`config.mk`:
```
export PLATFORM = sky130hd
export DESIGN_NAME = reg_file
export DESIGN_NICKNAME = d
export VERILOG_FILES = /design/src/rtl/reg_file.sv
export SDC_FILE = /design/constraint.sdc
export NUM_CORES = 2
export LEC_CHECK = 0
export CORE_ASPECT_RATIO = 1.5
export CORE_MARGIN = 4
export CORE_UTILIZATION = 50
export CTS_BUF_LIST = sky130_fd_sc_hd__clkbuf_8
export DETAILED_ROUTE_END_ITERATION = 12
export GPL_ROUTABILITY_DRIVEN = 0
export HOLD_SLACK_MARGIN = 0.05
export PLACE_DENSITY = 0.74
export SETUP_SLACK_MARGIN = 0.15
export SYNTH_ARGS = -nofsm -noshare
export SYNTH_HDL_FRONTEND = slang
export SYNTH_SLANG_ARGS = --single-unit
```
`constraint.sdc`:
```
create_clock -name clk -period 5 [get_ports clk]
set_clock_uncertainty 0.1 [all_clocks]
set_input_delay 0.75 -clock clk [delete_from_list [all_inputs] [get_ports clk]]
set_output_delay 0.75 -clock clk [all_outputs]
set_load 0.1 [all_outputs]
```
`src/rtl/reg_file.sv`:
```
// Architectural register file with per-register pending-write scoreboard; r0 hardwired to zero.
// Optional same-cycle writeback bypass enabled by defining REGFILE_BYPASS_EN.
module reg_file #(
    parameter int DATA_W = 32,
    parameter int ADDR_W = 5,
    parameter int PEND_W = 2
) (
    input  logic              clk,
    input  logic              rst,
    input  logic              reg_write,
    input  logic [ADDR_W-1:0] write_reg,
    input  logic [DATA_W-1:0] write_data,
    input  logic [ADDR_W-1:0] read_reg1,
    input  logic [ADDR_W-1:0] read_reg2,
    output logic [DATA_W-1:0] read_data1,
    output logic [DATA_W-1:0] read_data2,
    output logic              busy1,
    output logic              busy2,
    input  logic              issue_valid,
    input  logic [ADDR_W-1:0] issue_dest,
    output logic              issue_ready
);

    localparam int NREG = 1 << ADDR_W;
    localparam logic [PEND_W-1:0] PEND_MAX = '1;

    logic [DATA_W-1:0] regs_q [NREG];
    logic [DATA_W-1:0] regs_d [NREG];
    logic [PEND_W-1:0] pend_q [NREG];
    logic [PEND_W-1:0] pend_d [NREG];

    logic retire_en;
    logic retire_dec;
    logic issue_acc;

    always_comb begin
        retire_en   = reg_write && (write_reg != '0);
        retire_dec  = retire_en && (pend_q[write_reg] != '0);
        // A full counter can still accept when this cycle's retire frees a slot.
        issue_ready = !((issue_dest != '0) && (pend_q[issue_dest] == PEND_MAX) &&
                        !(retire_en && (write_reg == issue_dest)));
        issue_acc   = issue_valid && issue_ready && (issue_dest != '0);
    end

    always_comb begin
        regs_d = regs_q;
        pend_d = pend_q;
        for (int i = 1; i < NREG; i++) begin
            if (retire_en && (write_reg == ADDR_W'(i))) begin
                regs_d[i] = write_data;
            end
            if ((issue_acc && (issue_dest == ADDR_W'(i))) &&
                !(retire_dec && (write_reg == ADDR_W'(i)))) begin
                pend_d[i] = pend_q[i] + PEND_W'(1);
            end else if (!(issue_acc && (issue_dest == ADDR_W'(i))) &&
                         (retire_dec && (write_reg == ADDR_W'(i)))) begin
                pend_d[i] = pend_q[i] - PEND_W'(1);
            end
        end
        regs_d[0] = '0;
        pend_d[0] = '0;
    end

    always_ff @(posedge clk) begin
        if (rst) begin
            for (int i = 0; i < NREG; i++) begin
                regs_q[i] <= '0;
                pend_q[i] <= '0;
            end
        end else begin
            regs_q <= regs_d;
            pend_q <= pend_d;
        end
    end

`ifdef REGFILE_BYPASS_EN
    logic hit1;
    logic hit2;

    always_comb begin
        hit1 = retire_en && (write_reg == read_reg1);
        hit2 = retire_en && (write_reg == read_reg2);

        if (read_reg1 == '0)   read_data1 = '0;
        else if (hit1)         read_data1 = write_data;
        else                   read_data1 = regs_q[read_reg1];

        if (read_reg2 == '0)   read_data2 = '0;
        else if (hit2)         read_data2 = write_data;
        else                   read_data2 = regs_q[read_reg2];

        // A retire landing this cycle frees one pending slot as seen by decode.
        busy1 = hit1 ? (pend_q[read_reg1] > PEND_W'(1)) : (pend_q[read_reg1] != '0);
        busy2 = hit2 ? (pend_q[read_reg2] > PEND_W'(1)) : (pend_q[read_reg2] != '0);
    end
`else
    always_comb begin
        read_data1 = (read_reg1 == '0) ? '0 : regs_q[read_reg1];
        read_data2 = (read_reg2 == '0) ? '0 : regs_q[read_reg2];
        busy1      = (pend_q[read_reg1] != '0);
        busy2      = (pend_q[read_reg2] != '0);
    end
`endif

endmodule

```
# ---- After elaboration in Yosys (flattened, before gate mapping)
# Cells that the tools add are included.
dict set report op_classes {
  mux 82
  n_bitwise 4
  add_sub_neg 62
  shift 0
  reduce_logical 264
  n_eq_ne 64
  order_cmp 4
  multipliers 0
  div_mod_pow 0
}
# operator n
set op_table {}
lappend op_table {{binary-select mux 32 bit (select 5 bit)} 2}
lappend op_table {{2-to-1 mux 32 bit} 6}
lappend op_table {{logical AND 1 bit} 162}
lappend op_table {{== test 5 bit (second input constant)} 32}
lappend op_table {{2-to-1 mux 2 bit} 70}
lappend op_table {{== test 5 x 4 -> 1 bit (second input constant)} 16}
lappend op_table {{nonzero test 2 bit} 34}
lappend op_table {{zero test 1 bit} 64}
lappend op_table {{adder 2 x 1 -> 2 bit (second input constant)} 31}
lappend op_table {{subtractor 2 x 1 -> 2 bit (second input constant)} 31}
lappend op_table {{binary-select mux 2 bit (select 5 bit)} 4}
lappend op_table {{== test 5 x 3 -> 1 bit (second input constant)} 8}
lappend op_table {{>= comparator 6 bit (second input constant)} 4}
lappend op_table {{inverter 5 -> 6 bit} 4}
lappend op_table {{== test 5 x 2 -> 1 bit (second input constant)} 4}
lappend op_table {{== test 5 x 1 -> 1 bit (second input constant)} 2}
lappend op_table {{zero test 5 bit} 2}
lappend op_table {{nonzero test 5 bit} 2}
lappend op_table {{== test 5 bit} 1}
lappend op_table {{== test 2 bit (second input constant)} 1}
dict set report totals {
  ram_bits 0
  rom_bits 0
  mem_count 0
  latchBits 0
  wordCells 544
  register_bits 1088
  output_inout_bits 67
  in_bits 56
}

# ---- Logic depth before layout (Yosys ltp)
dict set report logic_depth {
  word_depth 15
  mapped_depth 13
  depth_no_buf 9
}

# ---- Least setup slack after synthesis
# No wires, ideal clock.
dict set report synth_timing {
  kind {in2out}
  startpoint {input port read_reg2[0]}
  endpoint {output port read_data2[27]}
  n_path_buf 5
  setup_slack_ps -885
  t_required_ps 4150
  t_arrival_ps 5035
  cell_stages 9
  cell_sequence {buf_2 buf_4 buf_6 buf_4 buf_6 mux2i_1 o221ai_1 nor2_1 o41ai_1}
}
dict set report synth_via {
  elab_chain_len 5
  word_cells_on_any_way 6
  cone_classes {4 x mux; 1 x bitwise; 1 x reduce/logical}
}
# element line_no
set synth_rtl {}
lappend synth_rtl {{from (decl)} 14} ;# input logic [ADDR_W-1:0] read_reg2,
lappend synth_rtl {{inverter 5 -> 6 bit (implied by the code)} 99} ;# read_data2 = (read_reg2 == '0) ? '0 : regs_q[read_reg2];
lappend synth_rtl {{binary-select mux 32 bit (select 5 bit)} 99}
lappend synth_rtl {{2-to-1 mux 32 bit (implied by the code) (2 in a row)} 99}
lappend synth_rtl {{2-to-1 mux 32 bit *} 99}
lappend synth_rtl {{to (decl)} 16} ;# output logic [DATA_W-1:0] read_data2,
# Every way passes the cells marked *; elsewhere a longest branch is shown, timed or not. The select of a mux whose other input is x is not followed.

# ---- Final worst setup path
dict set report layout_timing {
  startpoint {input port read_reg2[3]}
  endpoint {output port read_data2[21]}
}
# The elaborated chain is that of the path after synthesis.

==> results.md <==
Floorplanning:
- The floorplan die area is 115,000 um2.
- The floorplan has 148 rows.
- Once the floorplan was initialized, standard cells occupied 50.5% of the core.
- The area inside the core boundary is 109,000 um2.
- The die is 279 um wide.
- In this run the count of I/O pins placed on the die edge is 123.
- The chip height is 414 um.

Global route:
- In the global route stage, met3 resource usage came out at 11.0%.
- The via count of the first global-routing pass is 49.8k.
- Global routing used 54.8% of the available met2 tracks.
- The first-pass GRT wire length is 315,000 um.
- Global routing used 36.4% of the available tracks.
- Entering global routing, the biggest net connects 138 pins.
- For this run the aggregate overflow at the end of global routing stands at 0.
- The global routing stage identified its most utilized layer as met2.
- The number of antenna violations at the first check in global routing is 5.
- The global routing met1 resource utilization is 41.5%.

Synthesis:
- sky130_fd_sc_hd__nand2_1 is the most common cell in the netlist.
- The net count of the mapped netlist is 6,264.
- The synthesized area is 55,000 um2.
- The biggest area contributor in the post-synthesis netlist is sky130_fd_sc_hd__dfxtp_1.
- The count of distinct cell types in the synthesized netlist is 70.
- Yosys attributes the largest share of cell area to sky130_fd_sc_hd__dfxtp_1 38%, sky130_fd_sc_hd__mux4_2 22%, sky130_fd_sc_hd__nand2_1 14%.
- For this run, the number of Yosys warnings is 0.
- The synthesized design contains 1,054 register bits.
- In this run the mean area of a mapped cell was 8.90 um2.
- In this run the biggest area consumer among cell types represents 38.4% of the synthesized area.
- Sequential elements use 38.4% of the synthesized area.
- Counting flops with a built-in enable in the synthesized netlist gives 0.
- The synthesized instance count is 6,177.
- In the synthesized netlist, the cells that appear most often are 2,056 x sky130_fd_sc_hd__nand2_1, 1,072 x sky130_fd_sc_hd__a21oi_1, 1,054 x sky130_fd_sc_hd__dfxtp_1.
- The most common flop cell mapped by yosys is sky130_fd_sc_hd__dfxtp_1.
- The share of flip-flops with an asynchronous set or reset after synthesis is 0%.

Detailed routing:
- The number of antenna-violating nets in the routed design is 0.
- For this block, the via count after detailed routing is 51.2k.
- Dividing the detail-routed wire length by the instance count gives 28.6 um.
- The DRC violation count after routing is 0.
- The overall routed net length is 217,000 um.
- The detailed-routing iteration count for the pre-antenna-repair pass is 8.
- In the routed layout, each cell is associated on average with a via count of 6.75.
- The number of DRC violations after detailed-routing iteration 0 is 8,271.

STA:
- For the pin with the worst max-slew slack, the measured transition is 1.31 ns.
- The final number of setup-violating endpoints is 0.
- The count of final hold-check violations is 0.
- The max-slew violation total from the final report was 0.
- The highest attainable clock frequency is 207 MHz.
- The post-route minimum period is 4.83 ns.
- The final sum of negative setup slack is 0 ns.
- Setup repair after global routing left no endpoint under its margin.
- Of the available clock period, the critical path in the final layout requires 96.6%.
- The remaining max-slew budget at the tightest pin is 12.7%.
- On the final layout, the worst hold slack is 0.357 ns.

CTS:
- The clock root buffer master is sky130_fd_sc_hd__clkbuf_8.
- The later-pin clock latency in the skew report is 0.90 ns.
- The deepest level of the CTS H-tree is 4.
- For this design, the sink count on the clock tree is 1,054.
- The total clock buffers created by CTS is 157.
- The number of gates resized after cts is 0.
- The worst-case clock buffer depth is 3.
- The clock tree from TritonCTS is done.
- The clock-pin slew on the worst setup and hold paths is 0.06 ns.
- The hold buffer count at CTS is 0.
- The number of post-CTS setup repair buffers is 0.

Worst setup path:
- Setup slack on the worst reg-to-reg path comes out at 1.72 ns.
- Counting buffers and inverters, the worst setup path is 6 cells deep.
- The launching element of the worst setup path is read_reg2[3].
- The startpoint identified for the worst register-to-register timing path is pend_q[27].
- The cell family contributing the most delay on the critical path is buffers and inverters.
- For this run, the slowest stage of the critical path takes 0.92 ns.
- The element type at the critical path start is a primary input.
- The endpoint type of the worst setup path is an output port.
- The signal on the critical path passes through clkdlybuf4s50_1 > inv_4 > nand2_1 > o21ai_0 > a211oi_2 > buf_12.
- The slowest stage of the critical path is the sky130_fd_sc_hd__clkdlybuf4s50_1 cell.
- Data arrives at the worst endpoint at 3.98 ns.
- The class of the most critical setup path is primary input to output port.
- The most critical setup path has its endpoint at read_data2[21].
- The worst path required time is 4.15 ns.
- The count of buffering cells on the critical path with inverters included is 3.
- Counting cells, the worst reg-to-reg path comes to 9.
- In this run the critical register-to-register path is captured at pend_q[29].
- Of all nets on the critical path, the largest fanout is 26.

Layout:
- The count of filler cells inserted in the layout is 9,311.
- The final core area utilization is 56.5%.
- After the flow finishes, the layout carries non-filler instances totaling 7,589.
- Of the cells placed in the final design, the portion with a size suffix greater than 1 is 19.1%.
- The net count reported at finish is 6,123.
- The relative area change from synthesis to final layout is 11.8%.

Pwr:
- In this run the static leakage power is 20.1 nW.
- VDD sags by at most 0.000294 V.
- For this design the ratio of total power to cell area is 290 nW/um2.

Place:
- Once detailed placement completed, the half-perimeter wirelength came to 127,000 um.
- The number of port buffers is 122.
- The number of cells after detailed placement is 7,302.

Hold path:
- The tightest min-delay check is of the primary input to flip-flop type.

Run status:
- The run finished with clean final reports.

Run:
- The max capacitance violation total is 0.
-- placed cells by master (no fill, tap or decap), types with 74 or more instances in the layout --
cell,n
sky130_fd_sc_hd__clkbuf_8,193
sky130_fd_sc_hd__nor2_1,151
sky130_fd_sc_hd__a21oi_1,1072
sky130_fd_sc_hd__dfxtp_1,1054
sky130_fd_sc_hd__o21ai_0,74
sky130_fd_sc_hd__nand2_1,2041
sky130_fd_sc_hd__mux4_2,549
sky130_fd_sc_hd__buf_4,155
sky130_fd_sc_hd__mux2i_1,106
sky130_fd_sc_hd__buf_12,109
-- registers in the layout, summed over array words and instances (netlist names) --
name    flops
regs_q    992
pend_q     62
-- power by group --
group          internal (W)  total (W)  leakage, nW  switching [W]
logic              0.000608    0.00194         9.81        0.00133
registers           0.00846    0.00852         8.50      0.0000560
clock network       0.00376    0.00738         1.81        0.00362
total                0.0128     0.0178         20.1        0.00500
-- worst reg2reg max path, delay by kind of cell, from the launching register on --
kind | cells | cell delay, ns
flip-flops | 1 | 0.37
adder cells (fa/ha/maj) | 1 | 0.40
multiplexers | 1 | 0.52
buffers and inverters | 1 | 0.19
AO/OA/AOI/OAI | 2 | 0.35
AND/OR/NAND/NOR | 4 | 1.29
-- cell families (layout without fill, tap and decap cells) --
logic type,count (synthesis),after routing,share of synthesized area [%]
AOI/OAI and AO/OA,1283,1283,12.3
xor gates and xnor gates,66,66,1.05
adders and majority gates,31,31,0.706
buffers and inverters,624,603,5.00
DFF,1054,1054,38.4
muxes,679,679,24.9
other,0,8,0
and+or+nand+nor,2440,2440,17.6
-- through the flow --
| step | instance area (um2) | setup WS, ns | power (W) |
|---|---|---|---|
| 2_1_floorplan | 55100 | 0.334 | 0.00990 |
| 3_3_place_gp | 58200 | 0.381 | 0.0106 |
| 3_5_place_dp | 58200 | 0.423 | 0.0106 |
| 4_1_cts | 61500 | 0.399 | 0.0178 |
| 5_1_grt | 61500 | 0.266 | 0.0182 |
| 6_report | 61500 | 0.168 | 0.0178 |
-- cell type report --
class                   count  area, um2  area share, %
multi-input cells        4499      31400           51.1
repair buffers            316       3890           6.32
clock buffers             193       2660           4.32
flip-flops and latches   1054      21100           34.3
clock inverters            86        559          0.910
diodes                      8       20.0         0.0326
well taps                1425       1780           2.90
inverters                   8       32.5         0.0529
-- routing by layer --
metal	share of wire, %	vias up	wire (um)
met5	0.0041	-	9
met4	11	2	23600
met3	14	1378	29700
met2	44	4186	95700
met1	31	24400	68300
li1	-	21300	-
-- worst min path at each step --
stage,startpoint,to,cells past startpoint
floorplan,regs_q[926],regs_q[926],2
global placement,regs_q[308],regs_q[308],2
detailed placement,regs_q[304],regs_q[304],2
CTS,rst,regs_q[8],2
global route,rst,regs_q[101],2
finish,rst,regs_q[8],2
Note: power is estimated with default switching activity, not from simulation.
